**src/rtl/heart_beat_monitor.sv**
```systemverilog
// heart_beat_monitor: receive-side liveness checker for a toggling heartbeat.
// It synchronises the heartbeat line, detects both edges, measures the
// edge-to-edge interval and runs a lock FSM over the classified intervals.
//
// Ports:
//   clk_i           monitor clock
//   srst_i          synchronous reset, active-high
//   heart_beat_i    heartbeat line, may be asynchronous to clk_i
//   locked_o        1 while in LOCKED
//   lost_o          1 while in LOST
//   fast_err_o      one-cycle pulse: interval shorter than the good window
//   slow_err_o      one-cycle pulse: interval longer than the window, or timeout
//   last_interval_o last classified interval in cycles, saturated
module heart_beat_monitor #(
  parameter int unsigned CLK_VALUE   = 100000000,
  parameter int unsigned SPEED_GRADE = 2,
  parameter int unsigned TOLERANCE   = 1000,
  parameter int unsigned LOCK_EDGES  = 3,
  parameter int unsigned SYNC_STAGES = 2,
  localparam int unsigned CNT_W = $clog2(CLK_VALUE / SPEED_GRADE + TOLERANCE + 2)
) (
  input  logic             clk_i,
  input  logic             srst_i,
  input  logic             heart_beat_i,
  output logic             locked_o,
  output logic             lost_o,
  output logic             fast_err_o,
  output logic             slow_err_o,
  output logic [CNT_W-1:0] last_interval_o
);

  localparam int unsigned EXP    = CLK_VALUE / SPEED_GRADE;
  localparam int unsigned WIN_LO = EXP - TOLERANCE;
  localparam int unsigned WIN_HI = EXP + TOLERANCE;
  localparam int unsigned SAT    = WIN_HI + 1;
  localparam int unsigned GOOD_W = $clog2(LOCK_EDGES + 1);

  typedef enum logic [1:0] {
    ST_ACQUIRE = 2'd0,
    ST_LOCKING = 2'd1,
    ST_LOCKED  = 2'd2,
    ST_LOST    = 2'd3
  } state_e;

  logic [SYNC_STAGES-1:0] sync_q, sync_d;
  logic                   edge_q, edge_d;
  logic [CNT_W-1:0]       cnt_q, cnt_d;
  logic                   to_fired_q, to_fired_d;
  state_e                 state_q, state_d;
  logic [GOOD_W-1:0]      good_q, good_d;
  logic [CNT_W-1:0]       last_q, last_d;
  logic                   fast_q, fast_d;
  logic                   slow_q, slow_d;
  logic                   locked_q, locked_d;
  logic                   lost_q, lost_d;

  logic edge_det;
  logic cnt_sat;
  logic timeout;
  logic int_good;
  logic int_fast;

  // Synchroniser chain, edge detect and interval counter.
  always_comb begin
    sync_d   = {sync_q[SYNC_STAGES-2:0], heart_beat_i};
    edge_d   = sync_q[SYNC_STAGES-1];
    edge_det = sync_q[SYNC_STAGES-1] ^ edge_q;
    cnt_sat  = (cnt_q == CNT_W'(SAT));
    // Timeout fires only once per silent stretch; an edge in the same cycle wins.
    timeout  = cnt_sat && !edge_det && !to_fired_q;
    int_fast = (cnt_q < CNT_W'(WIN_LO));
    int_good = !int_fast && (cnt_q <= CNT_W'(WIN_HI));

    cnt_d = cnt_q;
    if (edge_det) begin
      // The edge cycle itself is the first counted cycle of the next interval.
      cnt_d = CNT_W'(1);
    end else if (!cnt_sat) begin
      cnt_d = cnt_q + CNT_W'(1);
    end
    to_fired_d = !edge_det && (to_fired_q || timeout);
  end

  // Lock state machine: next state and registered outputs.
  always_comb begin
    state_d = state_q;
    good_d  = good_q;
    last_d  = last_q;
    fast_d  = 1'b0;
    slow_d  = 1'b0;

    unique case (state_q)
      ST_ACQUIRE, ST_LOST: begin
        // Reference edge only: starts measurement, nothing is classified.
        if (edge_det) begin
          state_d = ST_LOCKING;
          good_d  = '0;
        end
      end
      ST_LOCKING: begin
        if (edge_det) begin
          last_d = cnt_q;
          if (int_good) begin
            if (good_q == GOOD_W'(LOCK_EDGES - 1)) begin
              state_d = ST_LOCKED;
              good_d  = '0;
            end else begin
              good_d = good_q + GOOD_W'(1);
            end
          end else if (int_fast) begin
            fast_d = 1'b1;
            good_d = '0;
          end else begin
            slow_d  = 1'b1;
            state_d = ST_ACQUIRE;
            good_d  = '0;
          end
        end else if (timeout) begin
          slow_d  = 1'b1;
          state_d = ST_ACQUIRE;
          good_d  = '0;
        end
      end
      ST_LOCKED: begin
        if (edge_det) begin
          last_d = cnt_q;
          if (int_fast) begin
            fast_d  = 1'b1;
            state_d = ST_LOCKING;
            good_d  = '0;
          end else if (!int_good) begin
            slow_d  = 1'b1;
            state_d = ST_LOST;
            good_d  = '0;
          end
        end else if (timeout) begin
          slow_d  = 1'b1;
          state_d = ST_LOST;
          good_d  = '0;
        end
      end
      default: begin
        state_d = ST_ACQUIRE;
        good_d  = '0;
      end
    endcase

    locked_d = (state_d == ST_LOCKED);
    lost_d   = (state_d == ST_LOST);
  end

  // State and datapath registers.
  always_ff @(posedge clk_i) begin
    if (srst_i) begin
      sync_q     <= '0;
      edge_q     <= 1'b0;
      cnt_q      <= '0;
      to_fired_q <= 1'b0;
      state_q    <= ST_ACQUIRE;
      good_q     <= '0;
      last_q     <= '0;
      fast_q     <= 1'b0;
      slow_q     <= 1'b0;
      locked_q   <= 1'b0;
      lost_q     <= 1'b0;
    end else begin
      sync_q     <= sync_d;
      edge_q     <= edge_d;
      cnt_q      <= cnt_d;
      to_fired_q <= to_fired_d;
      state_q    <= state_d;
      good_q     <= good_d;
      last_q     <= last_d;
      fast_q     <= fast_d;
      slow_q     <= slow_d;
      locked_q   <= locked_d;
      lost_q     <= lost_d;
    end
  end

  assign locked_o        = locked_q;
  assign lost_o          = lost_q;
  assign fast_err_o      = fast_q;
  assign slow_err_o      = slow_q;
  assign last_interval_o = last_q;

endmodule
```
**config.mk**
```make
export PLATFORM = sky130hd
export DESIGN_NAME = heart_beat_monitor
export DESIGN_NICKNAME = d
export VERILOG_FILES = /design/src/rtl/heart_beat_monitor.sv
export SDC_FILE = /design/constraint.sdc
export NUM_CORES = 1
export LEC_CHECK = 0
export CORE_ASPECT_RATIO = 0.5
export CORE_MARGIN = 5
export CORE_UTILIZATION = 55
export DETAILED_ROUTE_END_ITERATION = 7
export PLACE_DENSITY_LB_ADDON = 0.2
export SYNTH_ARGS = -nofsm -noshare
export SYNTH_HDL_FRONTEND = slang
export SYNTH_SLANG_ARGS = --single-unit
```
**constraint.sdc**
```tcl
create_clock -name clk_i -period 2.3 [get_ports clk_i]
set_clock_uncertainty 0.2 [all_clocks]
set_input_delay 0.46 -clock clk_i [delete_from_list [all_inputs] [get_ports clk_i]]
set_output_delay 0.46 -clock clk_i [all_outputs]
set_load 0.05 [all_outputs]
```
==> impl_metrics.env <==
export IMPL_status="finished, final reports clean"
export IMPL_grt_pass1_vias=2376
export IMPL_drt_first_iter_violations=160
export IMPL_via_per_inst=5.52
export IMPL_combPwrFrac=0.045
export IMPL_syn_cell_area_um2=2830
export IMPL_ys_top_cells_by_count="nand2_1, dfxtp_1, a21oi_1"
export IMPL_core_um2=4950
export IMPL_dr_wl_met3_um=409
export IMPL_r2r_slack_ps=60
export IMPL_switching_share=0.217
export IMPL_antenna_left=0
export IMPL_area_delta_synth_final_pct=30.2
export IMPL_syn_area_per_cell_um2=8.28
export IMPL_cts_made_buffers=9
export IMPL_cts_path_max_buffers=2
export IMPL_worstRegToRegCells=7
export IMPL_ioPinCount=33
export IMPL_timing_final_crit_share=0.975
export IMPL_vias=2580
export IMPL_cts_sinks=64
export IMPL_highest_layer="met4"
export IMPL_drv_slew=0
export IMPL_grt_pass1_wl_um=11200
export IMPL_synth_area_top_cells="dfxtp_1, nand2_1, a21oi_1"
export IMPL_placed_area_um2=3340
export IMPL_crit_arrival_ps=2340
export IMPL_synthesis_nets=349
export IMPL_wl_um=7020
export IMPL_numPortBuffers=32
export IMPL_layout_nets=399
export IMPL_dr_pass1_iters=4
export IMPL_seq_area_frac_synth=0.453
export IMPL_cts_reportedPaths_clkPinSlew_ps=80
export IMPL_drive_above_1_share=0.189
export IMPL_antenna_found_initial=0
export IMPL_hold_viol=0
export IMPL_setup_violations=0
export IMPL_fin_util=0.743
export IMPL_path_max_fanout=4
export IMPL_synthFlopType="dfxtp_1"
export IMPL_whs_endpoint="sync_q[1]$_SDFF_PP0_"
export IMPL_max_slew_margin=0.458
export IMPL_worstPathRequired_ps=2400
export IMPL_clockRootBuffer="clkbuf_8"
export IMPL_dp_hpwl_um=4670
export IMPL_p_per_area_nw_per_um2=642
export IMPL_hp_class="reg -> reg"
export IMPL_start_kind="register"
export IMPL_cts_hold_buf=0
export IMPL_synth_top_area_share=0.453
export IMPL_synth_most_common_cell="nand2_1"
export IMPL_timing_rr_start="cnt_q[10]$_SDFFE_PP0P_"
export IMPL_maxCapViolations=0
export IMPL_max_vdd_ir_drop_uv=475
export IMPL_wl_met1_um=3290
export IMPL_placementRows=18
export IMPL_end_kind="register"
export IMPL_routed_wl_met2_um=3220
export IMPL_period_needed_ps=2240
export IMPL_power_switching_mw=0.513
export IMPL_tightest_slew_ps=807
export IMPL_power_frac_seq=0.475
export IMPL_avgRoutedWirePerCell_um=15.0
export IMPL_die_x_um=111
export IMPL_syn_inst=342
export IMPL_gp_congestion=0.848
export IMPL_internal_power_mw=1.85
export IMPL_grt_total_usage=0.210
export IMPL_diodes=0
export IMPL_worstSetupStartpoint="cnt_q[10]$_SDFFE_PP0P_"
export IMPL_critPathKind="reg -> reg"
export IMPL_synth_cell_types=48
export IMPL_insertion_delay_ps=350
export IMPL_die_h_um=60.7
export IMPL_yosysWarnings=0
export IMPL_grt_ovfl_total=0
export IMPL_yosys_register_bits=64
export IMPL_fin_area_um2=3680
export IMPL_cts_tree="yes"
export IMPL_drc=0
export IMPL_grt_start_max_net_pins=28
export IMPL_cts_htree_levels=3
export IMPL_p_leak_nw=1.29
export IMPL_die_area_um2=6770
export IMPL_synth_edf_count=0
export IMPL_synth_top_area_cell="dfxtp_1"
export IMPL_p_clk_frac=0.480
export IMPL_holdPathStages=1
export IMPL_hp_start="sync_q[0]$_SDFF_PP0_"
export IMPL_fmax_ghz=0.446
export IMPL_r2r_end="locked_o$_SDFF_PP0_"
export IMPL_async_reset_ff_frac=0
export IMPL_start_util=0.571
-- how the worst max path moves through the flow --
stage                             end  slack [ps]  cells after the start
6_report          locked_o$_SDFF_PP0_          60                      7
5_1_grt           locked_o$_SDFF_PP0_         -20                      7
4_1_cts           locked_o$_SDFF_PP0_           7                      7
3_5_place_dp   good_q[1]$_SDFFE_PP0P_          40                      7
3_3_place_gp      locked_o$_SDFF_PP0_         120                      7
2_1_floorplan     locked_o$_SDFF_PP0_         180                      8
-- flip-flops by register name, summed over array words and instances, names as in the netlist --
| signal | flops |
|---|---|
| cnt_q | 26 |
| last_interval_o | 26 |
| good_q | 2 |
| state_q | 2 |
| sync_q | 2 |
| edge_q | 1 |
| fast_err_o | 1 |
| locked_o | 1 |
| lost_o | 1 |
| slow_err_o | 1 |
| to_fired_q | 1 |
-- final cells by class --
| type | instances | area [um^2] |
|---|---|---|
| inverters | 5 | 18.8 |
| repair buffers | 56 | 513 |
| well taps | 70 | 87.6 |
| clock buffers | 12 | 165 |
| clock inverters | 4 | 75.1 |
| flip-flops and latches | 64 | 1310 |
| multi-input cells | 256 | 1520 |
| fillers | 373 | 1270 |
-- what timing repair did --
action,CTS,global route
resized for setup,2,32
pin swaps,0,5
buffers inserted,0,2
setup endpoints to repair,1,7
-- power groups by stage --
stage	logic, mW	registers, mW	clock network [mW]
2_1_floorplan	0.0635	1.15	0
3_5_place_dp	0.100	1.15	0
4_1_cts	0.104	1.13	1.15
3_3_place_gp	0.0970	1.15	0
6_report	0.105	1.12	1.14
5_1_grt	0.113	1.12	1.21
-- worst max-delay path: stages, from the launching register on --
cell and delay, ps:
dfxtp_4 350, and4b_1 210, and4_4 200, and4_4 180, or2_4 250, a311o_1 410, o31ai_4 220, and2_1 160
-- cell usage in the layout, fill, tap and decap left out, drive strengths merged, types with 2 or more instances in the layout --
master and instances:
and2 4, a21oi 36, clkdlybuf4s50 32, buf 24, clkbuf 12, clkinvlp 2
or3 6, and4 7, nor3 6, nand3 10, o31ai 2, nor2b 6
o211a 2, nor2 33, ha 4, bufinv 2, nand4 5, and3 3
nand2 70, a211oi 2, o21ai 11, nor4 5, xnor2 6, inv 5
dfxtp 64, nand2b 7, xor2 16
-- per-layer routing --
metal | GRT usage | vias to the layer above
met1 | 0.274 | 1234
met2 | 0.338 | 70
li1 | - | 1264
met4 | 0.0832 | 0
met3 | 0.0618 | 12
met5 | 0 | -
-- through the flow --
step / std cells / hold WS, ps / setup WS, ps / power (mW) / setup TNS, ps
finish: 467 / 247 / 57.2 / 2.37 / 0
global route: 467 / 265 / -18.3 / 2.45 / -18.3
CTS: 465 / 255 / 7.29 / 2.38 / 0
detailed placement: 449 / 237 / 41.1 / 1.25 / 0
global placement: 449 / 219 / 119 / 1.25 / 0
floorplan: 342 / 214 / 176 / 1.22 / 0
-- cells by family after synthesis --
| kind of cell | share of synthesized area |
|---|---|
| buffers and inverters | 0.0332 |
| multiplexers | 0.00354 |
| adder cells (fa/ha/maj) | 0.0177 |
| XOR/XNOR | 0.0681 |
| AND/OR/NAND/NOR | 0.290 |
| flip-flops | 0.453 |
| AO/OA/AOI/OAI | 0.135 |
(Power assumes the default switching activity.)
